### config.mk
export PLATFORM = sky130hd
export DESIGN_NAME = dkong_wav_fetch
export DESIGN_NICKNAME = d
export VERILOG_FILES = /design/src/rtl/dkong_wav_fetch.sv
export SDC_FILE = /design/constraint.sdc
export NUM_CORES = 1
export LEC_CHECK = 0
export ABC_AREA = 1
export CAP_MARGIN = 0
export CORE_MARGIN = 2
export CORE_UTILIZATION = 50
export DETAILED_ROUTE_END_ITERATION = 12
export PLACE_DENSITY = 0.81
export SYNTH_ARGS = -nofsm -noshare
export SYNTH_HDL_FRONTEND = slang
export SYNTH_SLANG_ARGS = --single-unit
export TNS_END_PERCENT = 100
### constraint.sdc
create_clock -name I_CLK -period 2.12 [get_ports I_CLK]
set_input_delay 0.212 -clock I_CLK [delete_from_list [all_inputs] [get_ports I_CLK]]
set_output_delay 0.212 -clock I_CLK [all_outputs]
set_load 0.02 [all_outputs]
### src/rtl/dkong_wav_fetch.sv
// Wave-sound ROM fetcher: fetches one byte per address change from a slow ROM and
// converts it to signed 16-bit PCM on an 11025 Hz tick, fading out when playback stops.
module dkong_wav_fetch #(
  parameter int CLOCK_RATE = 24000000,
  parameter int TIMEOUT    = 255
) (
  input  logic        I_CLK,
  input  logic        I_RST,
  input  logic [18:0] I_ROM_AB,
  input  logic        I_ACTIVE,
  output logic        O_ROM_RD,
  output logic [18:0] O_ROM_A,
  input  logic [7:0]  I_ROM_D,
  input  logic        I_ROM_ACK,
  output logic [15:0] O_SAMPLE,
  output logic        O_VALID,
  output logic        O_ERR
);

  localparam int SCNT = CLOCK_RATE / 11025;
  localparam int WW   = (TIMEOUT < 2) ? 1 : $clog2(TIMEOUT + 1);
  localparam logic [WW-1:0] TO   = WW'(TIMEOUT);
  localparam logic [11:0]   DEND = 12'(SCNT - 1);

  typedef enum logic [1:0] {IDLE, REQ, WAIT} state_t;

  state_t        state;
  logic [18:0]   la;
  logic [7:0]    dl;
  logic [WW-1:0] wcnt;
  logic [11:0]   div;
  logic          tick;
  logic [15:0]   shr;
  logic [15:0]   fade;

  // Sample-rate divider; the tick is the wrap cycle itself.
  assign tick = (div == DEND);

  always_ff @(posedge I_CLK) begin
    if (I_RST) div <= '0;
    else       div <= tick ? 12'd0 : div + 12'd1;
  end

  always_ff @(posedge I_CLK) begin
    if (I_RST) begin
      state    <= IDLE;
      O_ROM_RD <= 1'b0;
      O_ROM_A  <= '0;
      la       <= '0;
      dl       <= 8'h80;
      wcnt     <= '0;
      O_ERR    <= 1'b0;
    end else begin
      case (state)
        IDLE: if (I_ROM_AB != la) begin
          O_ROM_A <= I_ROM_AB;
          la      <= I_ROM_AB;
          state   <= REQ;
        end
        REQ: begin
          O_ROM_RD <= 1'b1;
          wcnt     <= '0;
          state    <= WAIT;
        end
        WAIT: begin
          if (I_ROM_ACK) begin
            dl       <= I_ROM_D;
            O_ROM_RD <= 1'b0;
            state    <= IDLE;
          end else if (wcnt == TO) begin
            O_ERR    <= 1'b1;
            O_ROM_RD <= 1'b0;
            state    <= IDLE;
          end else begin
            wcnt <= wcnt + WW'(1);
          end
        end
        default: state <= IDLE;
      endcase
    end
  end

  // Arithmetic halving never reaches 0 from a negative value, so -1 is snapped to 0.
  assign shr  = {O_SAMPLE[15], O_SAMPLE[15:1]};
  assign fade = (shr == 16'hFFFF) ? 16'h0000 : shr;

  always_ff @(posedge I_CLK) begin
    if (I_RST) begin
      O_SAMPLE <= '0;
      O_VALID  <= 1'b0;
    end else begin
      O_VALID <= tick;
      if (tick) O_SAMPLE <= I_ACTIVE ? {~dl[7], dl[6:0], 8'h00} : fade;
    end
  end

endmodule

==> summary.txt, run 1 <==
Layout
  – # diodes: 0
  – Post-layout util: 68.9%
  – Sequential cell area: 1360 um^2
  – Share of cells above drive strength 1: 9.28%
  – Multi-input combinational cell area: 1510 um^2
  – Layout Nets: 548
  – FILL cells: 509
  – Syn-to-layout area delta: 31.9%

Clock tree
  – Root buffer cell: clkbuf_8
  – Post_cts resized: 0
  – Worst-path clk slew: 70 ps
  – Hold_buf cts: 0
  – Post-CTS setup repair buffer count: 0
  – CTS tree: built
  – Worst skew pair latency: 350 ps
  – Clk sinks: 68
  – Clock tree buffer depth: 2
  – H-tree depth: 3
  – Cts bufs inserted: 9

Critical path
  – CP required: 2360 ps
  – Worst-path maximum fanout: 6
  – Crit end category: register
  – Setup crit start kind: register
  – Setup CP Type: reg2reg
  – Worst EP arrival: 1990 ps

Pwr
  – Peak supply drop: 0.000476 V
  – Power Total: 0.00320 W
  – Leakage: 1.69 nW
  – Pwr dens: 775 nW/um^2

Detailed routing
  – Remaining DRCs: 0
  – Final ANT Viol Nets: 0
  – Drt via density: 4.96
  – Initial DRC count: 95
  – Via count: 2936
  – Drt total wl: 6980 um
  – Pre-antenna DRT Iters: 4
  – Routed wire per std cell: 11.8 um

Floorplanning
  – Die height: 83.1 um
  – IO Pins: 69
  – Initial Util: 52.3%
  – CORE AREA: 5990 um^2
  – Die Wd: 83.1 um
  – Std cell rows: 28
  – Die area: 6910 um^2

Synth
  – Synth warn: 0
  – Top-area cell type share of the netlist area: 43.5%
  – Number of distinct library cells after synthesis: 33
  – Register area share after synthesis: 43.5%
  – Syn Inst Count: 436
  – Synth area leader: dfxtp_1
  – Synthesized net count: 472
  – Top post-synthesis cells by area: dfxtp_1 43%, nand2_1 12%, nor2_1 11%
  – #FFs+latches synth: 68
  – Avg Inst Size Synth: 7.18 um^2
  – Post-Synthesis Cell Area: 3130 um^2

GRT
  – Grt met2 use: 34.2%
  – Largest net degree at the start of global routing: 27
  – Met1 Use GR: 24.6%
  – Number of global-route vias before repair: 2688
  – Overflow after GRT: 0
  – First-pass GRT wire length: 11600 um
  – Initial antenna violation count: 0
  – Met3 GRT Util: 6.66%
  – Total GRT Usage: 20.6%
  – Gr busiest metal: met2

Timing
  – Tcrit/Tclk final: 82.3%
  – Slew HR: 68.2%
  – Slew Viols, Final: 0
  – Worst Max-Slew Pin Slew: 473 ps
  – Final hold viol count: 0
  – Setup Viol. Count Final: 0
  – Clk_skew: 4.94 ps
  – Total negative slack: 0 ps
  – Hold Worst Slack: 458 ps
  – Max Freq: 573 MHz
  – Unrepaired setup endpoints after global routing: false
  – Post-layout min period: 1740 ps

Place
  – Routability Congestion: 0.823
  – Hpwl dp: 5090 um
  – I/O Buffers: 68

Job
  – MaxCap Viol Count: 0

Outcome
  – Outcome: finished clean

Worst hold path
  – Hold Crit Class: in2reg
-- critical path, stage by stage (launching register included) --
cell     delay [ps]
dfxtp_1         380
ha_1            220
nand2_1         100
nor3_2          220
nand3_1         150
nand2_1         120
nand2_1          80
nand2_1         170
o21ai_0         110
nand2_1          60
nor2_1           30
-- registers in the layout, indices dropped and copies added (netlist names) --
signal and cells:
O_ROM_RD 1, state 2, O_ERR 1, wcnt 8, dl 8, div 12
O_SAMPLE 16, O_VALID 1, la 19
-- report_power, final --
part           switching (W)  leakage, nW  internal, W
sequential         0.0000621        0.555      0.00134
combinational       0.000297         1.02     0.000243
clock               0.000495        0.116     0.000760
total               0.000854         1.69      0.00235
-- cells by family after synthesis --
kind of cell             synth area share, %
buffers and inverters                   8.39
flip-flops                              43.5
AO/OA/AOI/OAI                           12.2
AND/OR/NAND/NOR                         31.7
XOR/XNOR                                2.24
adder cells (fa/ha/maj)                 2.00
-- cell usage after synthesis, drive strengths merged --
| cell type | instances |
|---|---|
| ha | 5 |
| nor3b | 1 |
| nor3 | 7 |
| nand2 | 100 |
| nand3 | 18 |
| nand4 | 6 |
| or2 | 1 |
| a21oi | 18 |
| o21ai | 33 |
| o22ai | 7 |
| buf | 4 |
| xnor2 | 6 |
| dfxtp | 68 |
| inv | 55 |
| nor2 | 93 |
| a211oi | 1 |
| clkinv | 1 |
| xor2 | 2 |
| a21boi | 1 |
| o211ai | 2 |
| nand3b | 3 |
| clkbuf | 4 |
-- per-stage QoR --
step	cell area (um^2)	setup slack [ps]	std cells
detailed placement	3890	212	576
floorplan	3130	527	436
finish	4130	375	592
CTS	4130	353	592
global route	4130	195	592
global placement	3890	275	576
-- per-layer routing --
| layer | vias up | wire length [um] |
|---|---|---|
| li1 | 1530 | - |
| met5 | - | 0 |
| met3 | 16 | 380 |
| met2 | 65 | 3260 |
| met1 | 1325 | 3200 |
| met4 | 0 | 138 |
-- layout by cell type (no fill, tap or decap), types with 6 or more instances in the layout --
master            n
nor2_1           89
nand2_1          98
a21oi_1          18
o21ai_0          10
xnor2_1           6
inv_1            45
o21ai_1          22
dfxtp_1          68
nand3_1          18
o22ai_2           7
inv_2             9
clkbuf_8         12
nand4_1           6
clkdlybuf4s50_1  68
-- layout make-up --
type / count / share of cell area (%)
clock buffers: 13 / 4.09
repair buffers: 73 / 17.4
inverters: 56 / 5.15
multi-input cells: 304 / 36.5
well taps: 75 / 2.27
flip-flops and latches: 68 / 33.0
clock inverters: 3 / 1.64
-- worst paths after layout --
kind	startpoint	end	slack (ps)	depth (start not counted)
max	wcnt[0]	wcnt[3]	380	10
min	I_ROM_D[7]	dl[7]	460	3
max reg2reg	wcnt[0]	wcnt[3]	380	10
min reg2reg	div[0]	div[0]	460	1
(Power assumes the default switching activity.)
==> inputs of run 2 (changes only) <==
==> constraint.sdc (replaced) <==
create_clock -name I_CLK -period 1.79 [get_ports I_CLK]
set_input_delay 0.179 -clock I_CLK [delete_from_list [all_inputs] [get_ports I_CLK]]
set_output_delay 0.179 -clock I_CLK [all_outputs]
set_load 0.02 [all_outputs]
==> run 2 against run 1 <==
Core utilization is 0.88 points higher. Critical path type unchanged. Sequential power is 18% higher. Count of clock-buffer cells in the layout is 1 higher. Register-to-register slack worse by 270 ps. Wire length is 3.5% higher. Highest routed layer unchanged. Hold slack worse by 26 ps. Die area stayed put. First-iteration DRC count is 12% lower. Largest power group unchanged. Maximum frequency is 3.8% higher. Non-clock buffer count is 4 higher. Power is 14% higher. Cell count is 0.51% higher.
==> summary.txt, run 2 (synthesis gave the netlist of run 1 again) <==
Detailed routing
  – Initial DRC count: 84 (-12%)
  – Remaining DRCs: 0 (unchanged)
  – Drt total wl: 7220 um (+3.5%)
  – Final ANT Viol Nets: 0 (unchanged)
  – Via count: 2974 (+1.3%)
  – Pre-antenna DRT Iters: 4 (unchanged)
  – Drt via density: 5.00 (+0.78%)
  – Routed wire per std cell: 12.1 um (+3.0%)

GRT
  – Largest net degree at the start of global routing: 20 (-26%)
  – Initial antenna violation count: 0 (unchanged)
  – Overflow after GRT: 0 (unchanged)
  – Gr busiest metal: met2
  – Total GRT Usage: 21.1% (+0.46 points)
  – Met3 GRT Util: 4.17% (-2.5 points)
  – Met1 Use GR: 25.2% (+0.60 points)
  – Grt met2 use: 36.2% (+2.1 points)
  – Number of global-route vias before repair: 2804 (+4.3%)
  – First-pass GRT wire length: 12000 um (+3.2%)

Critical path
  – Reg2reg setup slack: 110 ps (-270 ps)
  – Worst EP arrival: 1910 ps (-80 ps)
  – Crit end category: register
  – Worst-path maximum fanout: 10 (+4)
  – R2r endpoint: div[8]
  – R2R cell count: 11 (+1)
  – Crit. Startpoint: div[0]
  – Setup crit start kind: register
  – RR Startpoint: div[0]
  – Critical path destination: div[8]
  – Setup CP Type: reg2reg
  – CP required: 2020 ps (-340 ps)

Layout
  – Post-layout util: 69.8% (+0.88 points)
  – Top Registers: la (19), O_SAMPLE (16), div (12)
  – Largest Register: la
  – Share of cells above drive strength 1: 11.7% (+2.4 points)
  – Most frequent cells in the layout: 95 x nand2_1, 88 x nor2_1, 68 x clkdlybuf4s50_1
  – Syn-to-layout area delta: 33.6%
  – Most common cell after layout, fill and taps aside: nand2_1
  – Max reg flops: 19 (unchanged)
  – # diodes: 0 (unchanged)
  – Final Non-Filler Cells: 595 (+0.51%)
  – Layout Nets: 552 (+0.73%)

Clock tree
  – Post_cts resized: 0 (unchanged)
  – Post-CTS setup repair buffer count: 0 (unchanged)
  – H-tree depth: 3 (unchanged)
  – Worst-path clk slew: 70 ps (about the same)
  – Worst skew pair latency: 340 ps (about the same)
  – Root buffer cell: clkbuf_8
  – Hold_buf cts: 0 (unchanged)
  – Clock tree buffer depth: 2 (unchanged)
  – CTS tree: built
  – Cts bufs inserted: 9 (unchanged)
  – Clk sinks: 68 (unchanged)

Timing
  – Clk_skew: 3.44 ps (-1.49 ps)
  – Slew HR: 80.4% (+12 points)
  – Hold Worst Slack: 431 ps (-26.3 ps)
  – Tcrit/Tclk final: 93.8% (+12 points)
  – Worst Max-Slew Pin Slew: 295 ps (-178 ps)
  – Max Freq: 595 MHz (+3.8%)
  – Post-layout min period: 1680 ps (-64.6 ps)
  – Final hold viol count: 0 (unchanged)
  – Total negative slack: 0 ps (unchanged)
  – Setup Viol. Count Final: 0 (unchanged)
  – Slew Viols, Final: 0 (unchanged)
  – Final worst slack: 110 ps (-265 ps)

Place
  – Hpwl dp: 5240 um (+3.1%)
  – I/O Buffers: 68 (unchanged)
  – Routability Congestion: 0.803 (-2.4%)
  – Placed cells: 580 (+0.69%)
  – Place WS: -109 ps (-321 ps)

Pwr
  – Pwr dens: 869 nW/um^2 (+12%)
  – Peak supply drop: 0.000535 V (+12%)
  – Leakage: 1.72 nW (+1.7%)

Floorplanning
  – Die Wd: 83.1 um (unchanged)
  – Std cell rows: 28 (unchanged)
  – Die area: 6910 um^2 (unchanged)
  – Initial Util: 52.3% (unchanged)
  – IO Pins: 69 (unchanged)
  – Die height: 83.1 um (unchanged)
  – CORE AREA: 5990 um^2 (unchanged)

Outcome
  – Outcome: finished clean

Job
  – MaxCap Viol Count: 0 (unchanged)

Worst hold path
  – Hold Path Cell Cnt: 3 (unchanged)
  – Hold Crit Class: in2reg
## run 2: changes by cell type in the layout (fill, tap and decap cells not counted), moves of 3 or more
cell	change
dfxtp_1	-4
nand2_1	-3
buf_4	+3
dfxtp_2	+4
nand2_2	+3
## run 2: report_power, final
part | switching (W) | internal (W) | total [W]
Sequential | 0.0000742 | 0.00159 | 0.00167
Combinational | 0.000364 | 0.000302 | 0.000666
Clock | 0.000548 | 0.000752 | 0.00130
Total | 0.000987 | 0.00265 | 0.00364
## run 2: cell type report
type                            instances  area (um^2)
Clock inverter                          1         30.0
Tap cell                               75         93.8
Fill cell                             487         1810
Clock buffer                           14          173
Inverter                               56          215
Timing Repair Buffer                   77          761
Multi-Input combinational cell        304         1540
Sequential cell                        68         1370
## run 2: worst max-delay path, cell delays in order (launching register included)
cell,delay [ps]
dfxtp_2,350
ha_1,170
nand2_1,80
nor2_2,90
inv_2,60
or2_4,270
nor2_8,120
inv_2,60
nand2_4,100
inv_2,110
o21ai_1,100
a21oi_1,60
## run 2: how the worst min path moves through the flow
stage,start,end,slack (ps)
floorplan,I_ROM_D[7],dl[7],310
global placement,div[0],div[0],450
detailed placement,dl[4],O_SAMPLE[12],460
finish,I_ROM_D[7],dl[7],430
global route,div[0],div[0],450
CTS,I_ROM_D[7],dl[7],420
## run 2: stage by stage
stage / area [um^2] / total power (W)
finish: 4180 / 0.00364
global route: 4180 / 0.00379
CTS: 4140 / 0.00364
detailed placement: 3940 / 0.00234
global placement: 3940 / 0.00233
floorplan: 3130 / 0.00207
## run 2: per-layer routing
layer / vias up / routed length, um
li1: 1535 / -
met1: 1346 / 3240
met2: 79 / 3530
met3: 14 / 318
met4: 0 / 131
met5: - / 0
